## config.mk

```make
export PLATFORM = sky130hd
export DESIGN_NAME = fadd_sub_ctrl_flat
export DESIGN_NICKNAME = d
export VERILOG_FILES = /design/src/rtl/fp_pkg.sv /design/src/rtl/fadd_sub_ctrl_if.sv /design/src/rtl/fp_special_detect.sv /design/src/rtl/fadd_sub_ctrl.sv /design/src/flat_wrapper.sv
export SDC_FILE = /design/constraint.sdc
export NUM_CORES = 1
export LEC_CHECK = 0
export CAP_MARGIN = 25
export CORE_MARGIN = 2
export CORE_UTILIZATION = 37
export DETAILED_ROUTE_END_ITERATION = 16
export PLACE_DENSITY = 0.74
export SETUP_SLACK_MARGIN = 0.1
export SLEW_MARGIN = 20
export SYNTH_ARGS = -nofsm -noshare
export SYNTH_HDL_FRONTEND = slang
export SYNTH_SLANG_ARGS = --single-unit
export TNS_END_PERCENT = 20
```

## constraint.sdc

```tcl
create_clock -name clk -period 1.8 [get_ports clk]
set_input_delay 0.36 -clock clk [delete_from_list [all_inputs] [get_ports clk]]
set_output_delay 0.36 -clock clk [all_outputs]
set_load 0.01 [all_outputs]
```

## src/rtl/fp_pkg.sv

```systemverilog
// Shared types, constants and IEEE-754 single-precision classification helpers
// for the FP add/sub sequencing controller.
package fp_pkg;

  typedef enum logic [2:0] {
    ST_IDLE  = 3'd0,
    ST_ALIGN = 3'd1,
    ST_ADD   = 3'd2,
    ST_NORM  = 3'd3,
    ST_DONE  = 3'd4
  } fadd_state_t;

  localparam logic [31:0] FP_CANON_NAN = 32'h7FC0_0000;
  localparam logic [7:0]  FP_EXP_MAX   = 8'hFF;

  localparam int FF_NV = 4;
  localparam int FF_DZ = 3;
  localparam int FF_OF = 2;
  localparam int FF_UF = 1;
  localparam int FF_NX = 0;

  function automatic logic fp_is_nan(input logic [31:0] x);
    return (x[30:23] == FP_EXP_MAX) && (x[22:0] != 23'd0);
  endfunction

  // Quiet bit clear marks a signalling NaN
  function automatic logic fp_is_snan(input logic [31:0] x);
    return fp_is_nan(x) && !x[22];
  endfunction

  function automatic logic fp_is_inf(input logic [31:0] x);
    return (x[30:23] == FP_EXP_MAX) && (x[22:0] == 23'd0);
  endfunction

endpackage

```

## src/rtl/fadd_sub_ctrl_if.sv

```systemverilog
// Request/response handshakes between the FP issue logic (master) and the
// add/sub controller (slave).
interface fadd_sub_ctrl_if #(
  parameter int TAG_W = 5
) ();
  logic             req_valid;
  logic             req_ready;
  logic             req_op;
  logic [2:0]       req_rm;
  logic [31:0]      req_a;
  logic [31:0]      req_b;
  logic [TAG_W-1:0] req_tag;
  logic             rsp_valid;
  logic             rsp_ready;
  logic [31:0]      rsp_result;
  logic [4:0]       rsp_flags;
  logic [TAG_W-1:0] rsp_tag;

  modport master (
    output req_valid, req_op, req_rm, req_a, req_b, req_tag, rsp_ready,
    input  req_ready, rsp_valid, rsp_result, rsp_flags, rsp_tag
  );

  modport slave (
    input  req_valid, req_op, req_rm, req_a, req_b, req_tag, rsp_ready,
    output req_ready, rsp_valid, rsp_result, rsp_flags, rsp_tag
  );
endinterface

```

## src/rtl/fp_special_detect.sv

```systemverilog
// Combinational NaN/infinity short-circuit for FADD.S/FSUB.S: decides whether
// the datapath can be skipped and what the result and fflags are.
module fp_special_detect
  import fp_pkg::*;
(
  input  logic [31:0] a,
  input  logic [31:0] b,
  input  logic        op,
  output logic        is_special,
  output logic [31:0] special_result,
  output logic [4:0]  special_flags
);

  logic sign_b_eff_s;
  logic any_nan_s;
  logic any_snan_s;
  logic a_inf_s;
  logic b_inf_s;

  assign sign_b_eff_s = b[31] ^ op;
  assign any_nan_s    = fp_is_nan(a) || fp_is_nan(b);
  assign any_snan_s   = fp_is_snan(a) || fp_is_snan(b);
  assign a_inf_s      = fp_is_inf(a);
  assign b_inf_s      = fp_is_inf(b);

  // Priority: NaN, then inf - inf (invalid), then a single/same-sign infinity
  always_comb begin
    is_special     = 1'b0;
    special_result = 32'd0;
    special_flags  = 5'd0;
    if (any_nan_s) begin
      is_special           = 1'b1;
      special_result       = FP_CANON_NAN;
      special_flags[FF_NV] = any_snan_s;
    end else if (a_inf_s && b_inf_s && (a[31] != sign_b_eff_s)) begin
      is_special           = 1'b1;
      special_result       = FP_CANON_NAN;
      special_flags[FF_NV] = 1'b1;
    end else if (a_inf_s) begin
      is_special     = 1'b1;
      special_result = {a[31], FP_EXP_MAX, 23'd0};
    end else if (b_inf_s) begin
      is_special     = 1'b1;
      special_result = {sign_b_eff_s, FP_EXP_MAX, 23'd0};
    end else begin
      is_special = 1'b0;
    end
  end

endmodule

```

## src/rtl/fadd_sub_ctrl.sv

```systemverilog
// Sequencing controller for the shared single-precision add/sub datapath:
// ALIGN -> ADD -> NORM(xN) -> DONE, with a one-cycle bypass for NaN/inf operands.
module fadd_sub_ctrl
  import fp_pkg::*;
#(
  parameter int TAG_W       = 5,
  parameter int NORM_CYCLES = 1
) (
  input  logic        clk,
  input  logic        reset_n,
  input  logic        flush,
  fadd_sub_ctrl_if.slave bus,
  output logic [31:0] dp_num1,
  output logic [31:0] dp_num2,
  output logic        dp_add_sub,
  output logic [2:0]  dp_rm,
  output logic        dp_en_align,
  output logic        dp_en_add,
  output logic        dp_en_norm,
  input  logic [31:0] dp_result,
  input  logic [4:0]  dp_flags
);

  localparam logic [1:0] NORM_LAST = 2'(NORM_CYCLES - 1);

  fadd_state_t      state_r;
  fadd_state_t      state_nxt_s;
  fadd_state_t      case_nxt_s;
  logic [1:0]       norm_cnt_r;
  logic [31:0]      rsp_result_r;
  logic [4:0]       rsp_flags_r;
  logic [TAG_W-1:0] rsp_tag_r;
  logic             req_ready_s;
  logic             accept_s;
  logic             norm_last_s;
  logic             is_special_s;
  logic [31:0]      special_result_s;
  logic [4:0]       special_flags_s;

  fp_special_detect u_special (
    .a              (bus.req_a),
    .b              (bus.req_b),
    .op             (bus.req_op),
    .is_special     (is_special_s),
    .special_result (special_result_s),
    .special_flags  (special_flags_s)
  );

  assign req_ready_s = reset_n && (state_r == ST_IDLE) && !flush;
  assign accept_s    = bus.req_valid && req_ready_s;
  assign norm_last_s = (state_r == ST_NORM) && (norm_cnt_r == NORM_LAST);

  assign bus.req_ready  = req_ready_s;
  assign bus.rsp_valid  = (state_r == ST_DONE);
  assign bus.rsp_result = rsp_result_r;
  assign bus.rsp_flags  = rsp_flags_r;
  assign bus.rsp_tag    = rsp_tag_r;

  assign dp_en_align = (state_r == ST_ALIGN);
  assign dp_en_add   = (state_r == ST_ADD);
  assign dp_en_norm  = (state_r == ST_NORM);

  // State register
  always_ff @(posedge clk or negedge reset_n) begin
    if (!reset_n) begin
      state_r <= ST_IDLE;
    end else begin
      state_r <= state_nxt_s;
    end
  end

  // Next-state logic; flush overrides every transition
  always_comb begin
    case_nxt_s = ST_IDLE;
    case (state_r)
      ST_IDLE: begin
        if (accept_s) begin
          case_nxt_s = is_special_s ? ST_DONE : ST_ALIGN;
        end else begin
          case_nxt_s = ST_IDLE;
        end
      end
      ST_ALIGN: case_nxt_s = ST_ADD;
      ST_ADD:   case_nxt_s = ST_NORM;
      ST_NORM: begin
        if (norm_last_s) begin
          case_nxt_s = ST_DONE;
        end else begin
          case_nxt_s = ST_NORM;
        end
      end
      ST_DONE: begin
        if (bus.rsp_ready) begin
          case_nxt_s = ST_IDLE;
        end else begin
          case_nxt_s = ST_DONE;
        end
      end
      default: case_nxt_s = ST_IDLE;
    endcase
    state_nxt_s = flush ? ST_IDLE : case_nxt_s;
  end

  // Normalize-stage dwell counter
  always_ff @(posedge clk or negedge reset_n) begin
    if (!reset_n) begin
      norm_cnt_r <= 2'd0;
    end else if ((state_r == ST_NORM) && !flush) begin
      norm_cnt_r <= norm_cnt_r + 2'd1;
    end else begin
      norm_cnt_r <= 2'd0;
    end
  end

  // Operand/tag capture on accept; result capture from bypass or last NORM cycle
  always_ff @(posedge clk or negedge reset_n) begin
    if (!reset_n) begin
      dp_num1      <= 32'd0;
      dp_num2      <= 32'd0;
      dp_add_sub   <= 1'b0;
      dp_rm        <= 3'd0;
      rsp_tag_r    <= '0;
      rsp_result_r <= 32'd0;
      rsp_flags_r  <= 5'd0;
    end else if (accept_s) begin
      dp_num1    <= bus.req_a;
      dp_num2    <= bus.req_b;
      dp_add_sub <= bus.req_op;
      dp_rm      <= bus.req_rm;
      rsp_tag_r  <= bus.req_tag;
      if (is_special_s) begin
        rsp_result_r <= special_result_s;
        rsp_flags_r  <= special_flags_s;
      end else begin
        rsp_result_r <= rsp_result_r;
        rsp_flags_r  <= rsp_flags_r;
      end
    end else if (norm_last_s && !flush) begin
      rsp_result_r <= dp_result;
      rsp_flags_r  <= dp_flags;
    end else begin
      rsp_result_r <= rsp_result_r;
      rsp_flags_r  <= rsp_flags_r;
    end
  end

endmodule

```

## src/flat_wrapper.sv

```systemverilog
// flat-port wrapper written by rule: the top's interface ports become plain ports
module fadd_sub_ctrl_flat import fp_pkg::*;
#(
  parameter int TAG_W       = 5,
  parameter int NORM_CYCLES = 1
)
  (clk, reset_n, flush, dp_num1, dp_num2, dp_add_sub, dp_rm, dp_en_align, dp_en_add, dp_en_norm, dp_result, dp_flags, bus_req_valid, bus_req_op, bus_req_rm, bus_req_a, bus_req_b, bus_req_tag, bus_rsp_ready, bus_req_ready, bus_rsp_valid, bus_rsp_result, bus_rsp_flags, bus_rsp_tag);
  fadd_sub_ctrl_if #(.TAG_W(TAG_W)) bus_i ();
  input  logic clk;
  input  logic reset_n;
  input  logic flush;
  output logic [31:0] dp_num1;
  output logic [31:0] dp_num2;
  output logic dp_add_sub;
  output logic [2:0] dp_rm;
  output logic dp_en_align;
  output logic dp_en_add;
  output logic dp_en_norm;
  input  logic [31:0] dp_result;
  input  logic [4:0] dp_flags;
  input wire logic [$bits(bus_i.req_valid)-1:0] bus_req_valid;
  input wire logic [$bits(bus_i.req_op)-1:0] bus_req_op;
  input wire logic [$bits(bus_i.req_rm)-1:0] bus_req_rm;
  input wire logic [$bits(bus_i.req_a)-1:0] bus_req_a;
  input wire logic [$bits(bus_i.req_b)-1:0] bus_req_b;
  input wire logic [$bits(bus_i.req_tag)-1:0] bus_req_tag;
  input wire logic [$bits(bus_i.rsp_ready)-1:0] bus_rsp_ready;
  output wire logic [$bits(bus_i.req_ready)-1:0] bus_req_ready;
  output wire logic [$bits(bus_i.rsp_valid)-1:0] bus_rsp_valid;
  output wire logic [$bits(bus_i.rsp_result)-1:0] bus_rsp_result;
  output wire logic [$bits(bus_i.rsp_flags)-1:0] bus_rsp_flags;
  output wire logic [$bits(bus_i.rsp_tag)-1:0] bus_rsp_tag;
  assign bus_i.req_valid = bus_req_valid;
  assign bus_i.req_op = bus_req_op;
  assign bus_i.req_rm = bus_req_rm;
  assign bus_i.req_a = bus_req_a;
  assign bus_i.req_b = bus_req_b;
  assign bus_i.req_tag = bus_req_tag;
  assign bus_i.rsp_ready = bus_rsp_ready;
  assign bus_req_ready = bus_i.req_ready;
  assign bus_rsp_valid = bus_i.rsp_valid;
  assign bus_rsp_result = bus_i.rsp_result;
  assign bus_rsp_flags = bus_i.rsp_flags;
  assign bus_rsp_tag = bus_i.rsp_tag;
  fadd_sub_ctrl #(.TAG_W(TAG_W), .NORM_CYCLES(NORM_CYCLES)) u_core (.clk(clk), .reset_n(reset_n), .flush(flush), .bus(bus_i), .dp_num1(dp_num1), .dp_num2(dp_num2), .dp_add_sub(dp_add_sub), .dp_rm(dp_rm), .dp_en_align(dp_en_align), .dp_en_add(dp_en_add), .dp_en_norm(dp_en_norm), .dp_result(dp_result), .dp_flags(dp_flags));
endmodule
```

Yosys cells after proc, flatten, opt, wreduce, memory -nomap -nowiden --
Index checks and enable logic that the tools add are counted.
Operators by class: bitwise gates (word level) 1, reductions and logical operators 27, add/subtract/negate cells 1, muxes and demuxes 23, equality and inequality tests 8
Operators by type and width (number):
- two-way mux 32 bit | 7
- logical NOT 23 bit | 2
- nonzero test 23 bit | 2
- == test 8 bit, second input constant | 2
- two-way mux 3 bit | 5
- two-way mux 5 bit | 3
- case mux 3 bit (5 select lines) | 1
- logical AND 1 bit | 14
- == test 3 x 2 -> 1 bit, second input constant | 2
- two-way mux 1 bit | 6
- == test 3 x 1 -> 1 bit, second input constant | 1
- == test 3 bit, second input constant | 1
- logical NOT 1 bit | 3
- logical NOT 3 bit | 1
- adder 2 x 1 -> 2 bit, second input constant | 1
- logical NOT 2 bit | 1
- logical OR 1 bit | 2
- two-way mux 2 bit | 1
- != test 2 bit, second input constant | 1
- AND reduction 2 bit | 1
- nonzero test 2 bit | 1
- != test 1 bit | 1
- XOR 1 bit | 1
Word-level totals: register bits 115, output and inout port bits 115

Logic depth before layout (Yosys ltp) --
depth in word-level cells 10, depth in mapped cells 9

Cells and area by module --
A second synthesis with hierarchy kept.
Unflattened totals: cell total of the unflattened synthesis 473, area total of the unflattened synthesis 5496.5 um2
By module, submodules not included:
- fadd_sub_ctrl | instances 1, sequential area each 2877.8 um2, area an instance 5011.1 um2, cells each 400
- fp_special_detect | instances 1, sequential area each 0.0 um2, area an instance 485.5 um2, cells each 73

Least setup slack after synthesis --
OpenSTA, ideal clock, no wires.
kind flip-flop to flip-flop, start reg u_core.state_r[0], end reg u_core.rsp_flags_r[2] (netlist: u_core.bus.rsp_flags[2]), setup time 117 ps, data required time 1683 ps, period minus slack after synthesis 1625 ps, arrival time 1507 ps, cell stages (with the launch flop) 10, buffers on the path 4, setup slack 175 ps, cells stage by stage dfrtp_1 -> buf_2 -> nor4_2 -> and3_1 -> buf_4 -> o21ai_2 -> buf_6 -> buf_4 -> nand3_1 -> nand2_1
Between the ends: longest elaborated chain between the ends 6, elaborated cells on any way between the ends 11, classes of those cells eq/ne (2); mux (1); reduce/logical (8)
RTL lines:
- start, declared | RTL line fadd_sub_ctrl.sv:26 | fadd_state_t state_r;
- start signal, assigned | RTL line fadd_sub_ctrl.sv:68 | state_r <= state_nxt_s;
- logical NOT 3 bit | RTL line fadd_sub_ctrl.sv:49 | assign req_ready_s = reset_n && (state_r == ST_IDLE) && !flush;
- logical AND 1 bit (2 in a row) | RTL line fadd_sub_ctrl.sv:49
- logical AND 1 bit | RTL line fadd_sub_ctrl.sv:50 | assign accept_s = bus.req_valid && req_ready_s;
- != test 2 bit (no line) or nonzero test 2 bit (tied branches)
- AND reduction 2 bit (no line)
- end signal, assigned | RTL line fadd_sub_ctrl.sv:133 | rsp_flags_r <= special_flags_s;
- end signal, assigned | RTL line fadd_sub_ctrl.sv:136 | rsp_flags_r <= rsp_flags_r;
- end signal, assigned | RTL line fadd_sub_ctrl.sv:140 | rsp_flags_r <= dp_flags;
- end, declared | RTL line fadd_sub_ctrl.sv:31 | logic [4:0] rsp_flags_r;
Several ways; a longest one is shown, not always the timed one. A chain may end at the register's enable or synchronous reset.

Final worst setup path --
start reg u_core.state_r[1], end out dp_en_add
Between the ends: longest elaborated chain between the ends 1
RTL lines:
- == test 3 x 2 -> 1 bit | RTL line fadd_sub_ctrl.sv:60 | assign dp_en_add = (state_r == ST_ADD);
- end, declared | RTL line flat_wrapper.sv:17 | output logic dp_en_add;
Every way passes these cells.

==> results.json <==
{
  "multi_input_area_mm2": 0.00217,
  "holdWs_ns": 0.0386,
  "cp-end-kind": "primary output",
  "seqCellArea_mm2": 0.00288,
  "clock_path_buffers": 2,
  "hold_violations": 0,
  "vias": 4879,
  "die_y_um": 118,
  "stdcell_count": 1010,
  "synth_flop_cell": "dfrtp_1",
  "leakagePower_nw": 4.81,
  "max_freq_mhz": 566,
  "grt_max_degree": 106,
  "crit_fanout": 6,
  "cts_sinks": 115,
  "synthCells": 545,
  "hold_class": "input pin to asynchronous set/reset pin",
  "drv_cap": 0,
  "numCtsBuffers": 17,
  "root_buffer": "clkbuf_16",
  "yosysMostFrequentCell": "nand2_1",
  "regToRegStartpoint": "u_core.state_r[1]",
  "layout_min_cycle_time_ns": 1.77,
  "power_mw": 9.00,
  "crit_path_start_kind": "register",
  "syn2layout_area_growth_pct": 85.3,
  "dp_hpwl_mm": 10.9,
  "synth_area_mm2": 0.00479,
  "period_share": 0.981,
  "synthTopCellsByCount": "nand2_1 (291), dfrtp_1 (115), nand3_1 (39), clkbuf_1 (15)",
  "r2r_cells": 7,
  "track_usage": 0.219,
  "setup_violations": 0,
  "power_density_mw_per_mm2": 1010,
  "gp_congestion": 0.803,
  "postRouteWirelength_mm": 16.5,
  "vdd_ir_drop_max_uv": 549,
  "ios": 230,
  "slew_headroom": 0.604,
  "yosys.area.top_type_share": 0.601,
  "clock_skew_ns": 0.00508,
  "clkLatencyLatePin_ns": 0.41,
  "ys_ff_latch": 115,
  "status": "completed",
  "arrival_ns": 1.41,
  "postRouteAntennaNets": 0,
  "r2r_slack_ns": 0.08,
  "drtPass1Iterations": 4,
  "rows": 41,
  "via_per_inst": 4.83,
  "wl_per_cell_um": 16.3,
  "cts_tree": "built",
  "initial_utilization": 0.380,
  "path_clk_slew_ns": 0.05,
  "synth_edf_count": 0,
  "first_global_vias": 4917,
  "fp.dieW_um": 118,
  "port-buffer-count": 229,
  "drcViolationCount": 0,
  "rsz0062_at_grt": "yes",
  "seq_area_frac_synth": 0.601,
  "n_fill_cell": 983,
  "dp.cells": 969,
  "coreArea_mm2": 0.0126,
  "grt_pass1_wl_mm": 24.3,
  "grt_overflow_total": 0,
  "yosysUniqueCellTypes": 38,
  "layout.nets": 943,
  "syn_nets": 661,
  "dieArea_mm2": 0.0139,
  "avgSynthCellArea_um2": 8.79,
  "synth.area.top_cells": "dfrtp_1 (60%), nand2_1 (23%), nand3_1 (4.1%)",
  "worst_slew_pin_slew_ns": 0.594,
  "critPathKind": "register to primary output",
  "r2r-end": "u_core.dp_num1[18]",
  "synth_top_cell_by_area": "dfrtp_1",
  "critPathRequiredTime_ns": 1.44,
  "dr.first_iter.drc_count": 208,
  "h-tree-depth": 4,
  "ys.warnings.count": 0,
  "drive_gt1_frac": 0.211,
  "slew_viol_final": 0,
  "antenna_found_initial": 0,
  "async_flop_share": 1.00
}
how the worst max path moves through the flow:
stage | cells past startpoint | from | slack (ns) | endpoint
after global routing | 3 | u_core.state_r[1] | -0.03 | bus_req_ready
final | 4 | u_core.state_r[1] | 0.03 | dp_en_add
after detailed placement | 8 | bus_req_a[0] | -0.45 | u_core.bus.rsp_result[22]
after CTS | 3 | u_core.state_r[1] | 0.04 | bus_req_ready
after floorplan | 9 | u_core.state_r[0] | 0.18 | u_core.bus.rsp_flags[2]
after global placement | 7 | bus_req_a[16] | -0.40 | u_core.bus.rsp_result[22]
cell families (layout without fill, tap and decap cells):
group           Yosys count  in the layout  share of synthesized area
compound gates           15             16                     0.0243
xor+xnor                  2              2                    0.00653
simple gates            377            377                      0.331
fa+ha+maj                 1              1                    0.00261
buf+inv                  34            325                     0.0329
other cells               0              1                          0
mux                       1              1                    0.00209
flops                   115            115                      0.601
area by class of cell:
| type | count | share of cell area |
|---|---|---|
| Tap cell | 172 | 0.0242 |
| Sequential cell | 115 | 0.324 |
| Multi-Input combinational cell | 397 | 0.244 |
| Clock inverter | 6 | 0.00620 |
| Clock buffer | 23 | 0.0550 |
| Antenna cell | 1 | 0.000282 |
| Timing Repair Buffer | 292 | 0.344 |
| Inverter | 4 | 0.00169 |
timing repair:
action	in CTS	in global routing
hold buffers	1	0
buffers inserted	2	0
endpoints found under the hold margin	10	0
setup endpoints to repair	20	139
pin swaps	6	80
cloned	0	8
resized for setup	34	142
worst max-delay path: stages, from the launching register on:
cell	delay, ns
dfrtp_1	0.41
buf_6	0.15
and2b_1	0.17
nor2b_1	0.13
buf_2	0.14
report_power, final:
part | switching [mW] | leakage, nW | internal, mW | total [mW]
sequential | 0.303 | 1.45 | 3.13 | 3.43
clock | 1.07 | 0.274 | 2.00 | 3.07
combinational | 1.08 | 3.08 | 1.42 | 2.50
total | 2.45 | 4.81 | 6.55 | 9.00
metrics by stage:
stage               instance area, um^2  worst slack [ns]   util  TNS, ns
floorplan                          4790             0.175      -        0
global placement                   7610            -0.401  0.603   -14.61
detailed placement                 7610            -0.453  0.603   -15.95
CTS                                8190            0.0376  0.649        0
global route                       8870           -0.0310  0.703  -0.0905
finish                             8880            0.0333  0.703        0
layout by cell type, fill, tap and decap left out, types with 4 or more instances in the layout:
master / n
nand4_1: 6
nand3_2: 24
buf_2: 4
buf_6: 8
nand2_2: 19
nor4_2: 8
buf_12: 4
nand3_1: 14
nor3_1: 8
inv_1: 4
nor4_1: 4
clkbuf_16: 23
clkbuf_8: 4
dlymetal6s2s_1: 50
clkinv_2: 5
dfrtp_1: 114
clkdlybuf4s50_1: 170
nand2_4: 11
buf_4: 45
nand2_1: 261
routing by layer:
layer / up-vias / part of all wire / track usage
met5: - / 0 / 0
met4: 0 / 0.019 / 0.0926
met3: 26 / 0.066 / 0.0693
met2: 185 / 0.51 / 0.357
met1: 2342 / 0.41 / 0.267
li1: 2326 / - / -
state kept, by name, summed over array words and instances, names as in the netlist:
name                   cells
u_core.bus.rsp_result     32
u_core.dp_num1            32
u_core.dp_num2            32
u_core.bus.rsp_flags       5
u_core.bus.rsp_tag         5
u_core.dp_rm               3
u_core.state_r             3
u_core.norm_cnt_r          2
u_core.dp_add_sub          1
(Power assumes the default switching activity.)
